===== config.mk =====
export PLATFORM = sky130hd
export DESIGN_NAME = fb_arbiter
export DESIGN_NICKNAME = d
export VERILOG_FILES = /design/src/rtl/fb_arbiter.sv
export SDC_FILE = /design/constraint.sdc
export NUM_CORES = 1
export LEC_CHECK = 0
export CAP_MARGIN = 10
export CORE_AREA = 2 2 111 59
export CTS_BUF_LIST = sky130_fd_sc_hd__clkbuf_4 sky130_fd_sc_hd__clkbuf_8
export CTS_CLUSTER_DIAMETER = 30
export CTS_CLUSTER_SIZE = 24
export DETAILED_ROUTE_END_ITERATION = 10
export DIE_AREA = 0 0 113 61
export PLACE_DENSITY = 0.87
export SLEW_MARGIN = 10
export SYNTH_ARGS = -nofsm -noshare
export SYNTH_HDL_FRONTEND = slang
export SYNTH_SLANG_ARGS = --single-unit

===== constraint.sdc =====
create_clock -name clk -period 3.1 [get_ports clk]
set_clock_uncertainty 0.2 [all_clocks]
set_input_delay 0.31 -clock clk [delete_from_list [all_inputs] [get_ports clk]]
set_output_delay 0.31 -clock clk [all_outputs]
set_load 0.05 [all_outputs]

===== src/rtl/fb_arbiter.sv =====
// rtl/fb_arbiter.sv - single-port framebuffer RAM arbiter: display scan-out reads vs pixel writer
module fb_arbiter #(
  parameter int ADDR_W     = 19,
  parameter int DATA_W     = 16,
  parameter int RD_LATENCY = 2,
  parameter int MAX_WAIT   = 15
) (
  input  logic              clk,
  input  logic              rst,
  input  logic              blank,
  input  logic              disp_req,
  input  logic [ADDR_W-1:0] disp_addr,
  output logic              disp_gnt,
  output logic              disp_rvalid,
  output logic [DATA_W-1:0] disp_rdata,
  input  logic              wr_valid,
  input  logic [ADDR_W-1:0] wr_addr,
  input  logic [DATA_W-1:0] wr_data,
  output logic              wr_ready,
  output logic              mem_en,
  output logic              mem_we,
  output logic [ADDR_W-1:0] mem_addr,
  output logic [DATA_W-1:0] mem_wdata,
  input  logic [DATA_W-1:0] mem_rdata
);

  localparam logic [7:0] MAX_WAIT_C = 8'(MAX_WAIT);

  logic [7:0]            starve_cnt;
  logic                  force_wr;
  logic                  wr_win;
  logic                  disp_win;
  logic [RD_LATENCY-1:0] tag;
  logic [RD_LATENCY-1:0] tag_nxt;

  // Writer owns the RAM in blanking or once it has starved MAX_WAIT cycles.
  always_comb begin
    force_wr = !blank && wr_valid && (starve_cnt == MAX_WAIT_C);
    wr_win   = 1'b0;
    disp_win = 1'b0;
    if (!rst) begin
      if (blank || force_wr) begin
        wr_win   = wr_valid;
        disp_win = disp_req && !wr_valid;
      end else begin
        disp_win = disp_req;
        wr_win   = wr_valid && !disp_req;
      end
    end
  end

  assign disp_gnt = disp_win;
  assign wr_ready = wr_win;

  always_ff @(posedge clk) begin
    if (rst) begin
      starve_cnt <= '0;
    end else if (!wr_valid || wr_win) begin
      starve_cnt <= '0;
    end else if (starve_cnt < MAX_WAIT_C) begin
      starve_cnt <= starve_cnt + 8'd1;
    end
  end

  always_ff @(posedge clk) begin
    if (rst) begin
      mem_en    <= 1'b0;
      mem_we    <= 1'b0;
      mem_addr  <= '0;
      mem_wdata <= '0;
    end else begin
      mem_en <= wr_win | disp_win;
      mem_we <= wr_win;
      if (wr_win) begin
        mem_addr  <= wr_addr;
        mem_wdata <= wr_data;
      end else if (disp_win) begin
        mem_addr <= disp_addr;
      end
    end
  end

  // The last tag stage is disp_rvalid itself; data is captured on the edge that sets it.
  always_comb begin
    tag_nxt    = '0;
    tag_nxt[0] = mem_en & ~mem_we;
    for (int i = 1; i < RD_LATENCY; i++) begin
      tag_nxt[i] = tag[i-1];
    end
  end

  always_ff @(posedge clk) begin
    if (rst) begin
      tag        <= '0;
      disp_rdata <= '0;
    end else begin
      tag <= tag_nxt;
      if (tag_nxt[RD_LATENCY-1]) begin
        disp_rdata <= mem_rdata;
      end
    end
  end

  assign disp_rvalid = tag[RD_LATENCY-1];

endmodule


==> impl_summary.md, run 1 <==
Clock network
The maximum count of clock buffers along a single path is 2. TritonCTS built the clock tree. After clock tree synthesis, the clock-pin slew on the worst setup and hold paths is 60 ps. Clock tree synthesis inserted a total of 9 buffers. The number of gates resized after CTS is 0.

The later pin in the worst-skew pair is clocked with a latency of 340 ps. The count of buffers added by post-CTS timing repair for setup is 0. The sink count of the clock tree is 63.

The number of buffers inserted by hold repair at cts is 0. The H-tree was split into 3 levels. The root buffer cell is clkbuf_8.

Yosys
The count of warnings emitted by yosys is 0. dfxtp_1 takes more of the synthesized area than any other cell. In this run, synthesis inferred 0 flip-flops with an integrated enable.

For this run, the register share of the synthesized area comes to 0.493. The commonest cells after synthesis are 63 x dfxtp_1, 39 x nor2_1, 19 x a211oi_1, 19 x a31oi_1, 19 x o21ai_0. After technology mapping, the gate count stands at 264. After synthesis, the share of flip-flops with an asynchronous set or reset is 0. Of the post-synthesis cell area, the dominant cell type holds 0.493. Synthesis produced a netlist with a net count of 340. The netlist area before placement is 2560 µm². Yosys instantiated no cell more often than dfxtp_1. A synthesized cell averages 9.68 µm².

Synthesis inferred 63 register bits. The number of distinct library cells after synthesis is 34. For this run, the leading register cell type out of synthesis is dfxtp_1. By area the synthesized netlist is led by dfxtp_1 49%, mux2i_1 6.3%, nor2_1 5.7%.

Global routing
The first-pass GRT wire length is 11700 µm. The met3 layer usage reported by global route is 0.105. The number of global-route vias before repair is 2415. The layer with the highest usage after global routing is met2. For this run, global-route usage on met2 was measured as 0.354. The initial antenna violation count came to 0.

The total overflow reported by the global router is 0. The largest net degree at the start of global routing is 54. In the global route stage, overall resource usage came out at 0.224. For this run, global-route usage on met1 was measured as 0.282.

Final layout
In the final layout, flip-flops and latches occupy 1260 µm². The synthesis-to-finish area growth is 58.6%. The count of fill cells added during filler insertion is 465. After the flow finishes, the layout carries non-filler instances totaling 468. Summing all multi-input logic gate instances after layout gives 1180 µm². The final standard cell area without fillers is 4060 µm². The number of antenna diodes is 0. The end-of-flow core utilization is 0.687. In the final design database the tool counted 464 nets. The fraction of final layout cells with drive strength greater than 1 is 0.0844.

Min path
The path type of the worst min-delay path is flop to flop.

Status
The final reports fail on design-rule violations. The run finished, with violations left.

Floorplan
The horizontal extent of the die is 113 µm. The effective utilization at floorplan is 0.433. The core region is 5910 µm². During I/O placement, the number of pins put on the boundary was 131. The initialized floorplan defines 20 standard-cell rows. The area enclosed by the die boundary is 6890 µm². The vertical die dimension is 61 µm.

STA
In the finished design, the share of the clock period the worst path needs comes to 0.915. The post-route setup TNS is 0 ps. Static timing analysis puts the maximum clock frequency at 352 MHz.

At the pin with the least slew margin, the transition time is 987 ps. The worst-case headroom to the max-slew limit is 0.341. The clock period could shrink to 2840 ps. The number of slew-limit violations in the final report was 0. The worst path meets setup with 262 ps of slack.

Setup repair after global routing left no endpoint under its margin. The final number of hold-violating endpoints is 0. Setup violations remaining at the end of the flow were counted as 0.

Placed design
The cell count after placement is 454. The cell area after placement is 3880 µm². The count of buffers added on input and output ports is 130. Prior to clock tree synthesis, the placed netlist has a worst setup slack of 520 ps. The last weighted congestion value of the routability-driven placer is 0.812. Detailed placement finished with a half-perimeter wire length of 5510 µm.

Critical path
STA classifies the critical path startpoint as a flop. The critical path class is flop to output port. At the worst endpoint, the arrival time is 2330 ps. The largest fanout on the critical path is 20. The required time of the worst setup path is 2590 ps. The kind of end point of the critical path is an output port.

Routing
The number of remaining DRC errors is 8. The first detailed-routing pass ran for 7 iterations. The final route contains 2411 vias.

Wires add up to 7490 µm. The count of nets left with antenna violations once routing finished came out at 0. The per-cell via count in the routed design is 5.15. In the final routed layout, each cell accounts on average for 16.0 µm. For this block, the initial DRC count from the detailed router was 93.

Power
Across the VDD grid, the largest voltage drop is 0.000286 V. In this run the power density over the cells is 494 nW/µm². For this design the static power due to leakage is 1.56 nW.

Run
The count of max-cap constraint violations is 0.
[sequential cells by signal, indices dropped and copies added (netlist names)]
name and flops:
mem_addr 19, disp_rdata 16, mem_wdata 16, starve_cnt 8, tag 2, mem_en 1
mem_we 1
[layer usage]
metal / share of wire / vias to the layer above
met4: 0.011 / 0
met5: 0 / -
li1: - / 1173
met2: 0.44 / 116
met1: 0.45 / 1112
met3: 0.10 / 10
[cells in the final DEF (no fill, tap or decap), types with 2 or more instances in the layout]
cell type / Yosys / layout
a211oi_1: 19 / 19
a21oi_1: 3 / 3
a31oi_1: 19 / 19
and2_1: 4 / 4
and3_1: 2 / 2
buf_4: 0 / 3
clkbuf_4: 0 / 2
clkbuf_8: 0 / 11
clkdlybuf4s50_1: 0 / 128
dfxtp_1: 63 / 63
inv_1: 4 / 4
mux2_1: 8 / 8
mux2_2: 8 / 8
mux2i_1: 16 / 16
nand2_1: 2 / 2
nand3_1: 4 / 4
nor2_1: 39 / 38
nor2b_1: 18 / 18
nor3_1: 2 / 2
o21ai_0: 19 / 19
[cell families after synthesis]
logic type,synth area share
compound gates,0.158
xor+xnor,0.00685
fa+ha+maj,0.00489
buf+inv,0.0450
flops,0.493
mux,0.133
simple gates,0.159
[where the power goes]
group          internal [W]  switching, W
clock              0.000342      0.000283
sequential         0.000857     0.0000294
combinational      0.000214      0.000278
total               0.00141      0.000590
[area by class of cell]
cell class / instances / area share
Timing Repair Buffer: 133 / 0.328
Sequential cell: 63 / 0.311
Multi-Input combinational cell: 177 / 0.292
Clock buffer: 13 / 0.0410
Tap cell: 77 / 0.0238
Inverter: 4 / 0.00370
Clock inverter: 1 / 0.00123
[critical path, stage by stage (launching register included)]
cell     delay (ps)
dfxtp_1         330
or4_4           560
o21ai_4         490
nand2_4         290
inv_1           180
buf_12          150
[path summary, 6_finish.rpt]
| kind | from | end | cells after the start | slack, ps |
|---|---|---|---|---|
| hold / removal | mem_we | tag[0] | 1 | 210 |
| setup reg to reg | starve_cnt[7] | mem_wdata[12] | 4 | 730 |
| hold reg to reg | mem_we | tag[0] | 1 | 210 |
| setup / recovery | starve_cnt[7] | wr_ready | 5 | 260 |
[per-stage QoR]
step	hold slack (ps)	power, W
global placement	207	0.00138
finish	213	0.00200
detailed placement	219	0.00139
floorplan	235	0.00118
CTS	216	0.00202
global route	267	0.00209
No activity file was read; power rests on OpenSTA's default activity.
==> inputs of run 2 (changes only) <==
Settings changed: CAP_MARGIN 10 to not set.
==> results of run 2 <==
The final DEF is identical to that of run 1; final timing and power are the same.
==> inputs of run 3 (changes only) <==
Settings changed: SETUP_SLACK_MARGIN set to 0.4.
==> run 3 against run 2 <==
Against the previous run: the flow still finishes with violations (design-rule violations); die area stayed put; worst setup slack gained 300 ps; first-iteration DRC count rose by 74%; critical path depth stayed put; sequential power hardly changed; largest power group unchanged.
==> impl_summary.md, run 3 (synthesis results as in run 1) <==
Status
Outcome: complete, but fails checks (unchanged). Violations in the final reports: design-rule violations (unchanged).

Routing
The per-cell via count in the routed design was 5.17 (was 5.15). The number of optimization iterations in the first detailed-route pass is 7 (unchanged). The total via count after detailed routing is 2433 (was 2411). The amount of wire on met3 after detailed routing was 748 µm (was 765 µm). The wire length on met2 is 3340 µm (was 3260 µm). The initial DRC count is 162 (was 93). The top routing layer in use is met4 (unchanged). The final wirelength is 7680 µm (was 7490 µm). The average wire per cell in the routed design came to 16.3 µm (was 16.0 µm). The length of routed wiring on met1 was 3520 µm (was 3380 µm). The number of remaining DRC errors is 8 (unchanged). The residual antenna-violating net count after detailed routing is 0 (unchanged).

STA
RSZ-0062 raised after global routing: no (unchanged). The post-route setup TNS is 0 ps (unchanged). The number of slew-limit violations in the final report is 0 (unchanged). The tightest hold margin is 212 ps (was 213 ps). The setup violation total in the final timing report was 0 (unchanged). The measured slew at the worst slew-check pin was 988 ps (was 987 ps). The worst-case headroom to the max-slew limit came to 0.341 (about the same). The shortest period the worst path allows was 2530 ps (was 2840 ps). The final setup slack of the worst path is 567 ps (was 262 ps).

The final number of hold-violating endpoints is 0 (unchanged). The highest clock frequency the design can meet is 395 MHz (was 352 MHz). The final critical-path share of the clock period came to 0.817 (was 0.915).

Power
The share of power burned in combinational logic is 0.247 (was 0.246). The leakage component of the power is 1.58 nW (was 1.56 nW). The clock share of power is 0.312 (about the same). The proportion of total power due to net switching is 0.296 (was 0.295). The largest vdd supply drop was 0.000286 V (about the same). The register share of total power came to 0.442 (was 0.443). The post-layout total power is 0.00201 W (was 0.00200 W). The internal power of the cells is 0.00141 W (about the same). The net switching power figure is 0.000594 W (was 0.000590 W).

The power per standard cell area is 492 nW/µm² (was 494 nW/µm²).

Final layout
Registers with the highest flip-flop counts: mem_addr (19), disp_rdata (16), mem_wdata (16) (unchanged). The final-stage net count is 467 (was 464). The most common library cell in the layout ignoring fill and taps is clkdlybuf4s50_1 (unchanged). The final standard cell area without fillers is 4080 µm² (was 4060 µm²). The fraction of final layout cells with drive strength greater than 1 is 0.0914 (was 0.0844). The count of fill cells added during filler insertion is 464 (was 465). The synthesis-to-finish area growth is 59.5% (was 58.6%). The most flop-heavy register is mem_addr (unchanged). The number of antenna diodes is 0 (unchanged). The number of flip-flops in the largest register was 19 (unchanged). Most used cells in the layout excluding fill and tap cells: 127 x clkdlybuf4s50_1, 63 x dfxtp_1, 38 x nor2_1 (was 128 x clkdlybuf4s50_1, 63 x dfxtp_1, 38 x nor2_1).

Min path
The path type of the worst min-delay path is flop to flop (unchanged). The depth of the worst hold-timing path is 1 (unchanged).

Global routing
The number of global-route vias before repair came to 2433 (was 2415). The global-route usage over all layers is 0.229 (was 0.224). The total overflow reported by the global router is 0 (unchanged).

The initial antenna violation count is 0 (unchanged). The largest net degree at the start of global routing is 54 (unchanged). The first-pass GRT wire length was 11900 µm (was 11700 µm).

Critical path
The cell depth of the worst setup path is 5 (unchanged). The critical path startpoint category is a flop (unchanged). The largest fanout on the critical path was 4 (was 20). The kind of end point of the critical path was an output port (unchanged). Cell Chain, Critical Path: ha_1 > and3_1 > a21oi_1 > o21a_1 > dlygate4sd2_1 (was or4_4 > o21ai_4 > nand2_4 > inv_1 > buf_12).

The peak per-stage delay on the critical path came to 520 ps (was 560 ps). The critical path class is flop to output port (unchanged). The number of buffer and inverter instances along the worst setup path is 1 (was 2).

The number of cell instances on the worst register-to-register path came to 6 (was 4). The arrival time at the worst endpoint came to 2020 ps (was 2330 ps). The critical-path cell with the highest stage delay is dlygate4sd2_1 (was or4_4).

The critical path's top delay family was buffers and inverters (was simple AND/OR/NAND/NOR gates). The required time of the worst setup path came to 2590 ps (about the same).

Floorplan
The number of ports placed on the die boundary is 131 (unchanged). The horizontal extent of the die came to 113 µm (unchanged). The area enclosed by the die boundary came to 6890 µm² (unchanged). The area of the placeable core came to 5910 µm² (unchanged).

The vertical die dimension is 61 µm (unchanged). The cell row count is 20 (unchanged). The effective utilization at floorplan is 0.433 (unchanged).

Clock network
The clock-pin transition on the worst setup and hold timing paths is 70 ps (was 60 ps). The number of buffers inserted by hold repair at cts is 0 (unchanged). The CTS tree is done (unchanged). The sink count of the clock tree is 63 (unchanged). The number of H-tree branching levels was 3 (unchanged). The TritonCTS buffer count was 9 (unchanged). The maximum count of clock buffers along a single path is 2 (unchanged).

The root buffer cell is clkbuf_8 (unchanged). The latest clock arrival within the worst-skew pair was 330 ps (was 340 ps).

Placed design
The last weighted congestion value of the routability-driven placer is 0.812 (unchanged). The minimum setup slack after placement is 520 ps (unchanged). The cell area after placement came to 3880 µm² (unchanged). The number of buffers inserted by port buffering was 130 (unchanged). The half-perimeter wire length after placement came to 5510 µm (unchanged).

Run
The count of max-cap constraint violations was 0 (unchanged).
[run 3: per-stage QoR]
| stage | utilization | cells |
|---|---|---|
| floorplan | - | 264 |
| global placement | 0.658 | 454 |
| detailed placement | 0.658 | 454 |
| CTS | 0.688 | 469 |
| global route | 0.690 | 471 |
| finish | 0.690 | 471 |
[run 3: layout make-up]
type                    instances  area (µm²)  area share
clock buffers                  13         166      0.0408
well taps                      77        96.3      0.0236
multi-input cells             178        1190       0.292
clock inverters                 1        5.00     0.00123
repair buffers                135        1340       0.329
flip-flops and latches         63        1260       0.309
inverters                       4        15.0     0.00368
[run 3: power groups by stage]
stage                     combinational, W  clock, W  sequential, W
after floorplan                   0.000126         0        0.00105
after global placement            0.000483         0       0.000901
after detailed placement          0.000491         0       0.000904
after CTS                         0.000495  0.000644       0.000886
after global routing              0.000520  0.000684       0.000891
final                             0.000495  0.000626       0.000886
[run 3: path summary, 6_finish.rpt]
kind	slack [ps]	start	endpoint
worst min-delay path	210	mem_we	tag[0]
worst min register to register	210	mem_we	tag[0]
worst max-delay path	570	starve_cnt[0]	disp_gnt
worst max register to register	890	starve_cnt[0]	mem_addr[10]
[run 3: repair_timing]
action,in CTS,in global routing
setup endpoints to repair,2,1
pin swaps,1,1
buffers inserted,0,2
gates resized for setup,1,0
endpoints found under the hold margin,0,0
cloned,1,0
[run 3: routing by layer]
metal	global-route usage	up-vias
li1	-	1181
met1	0.289	1128
met2	0.363	114
met3	0.105	10
met4	0.0627	0
met5	0	-
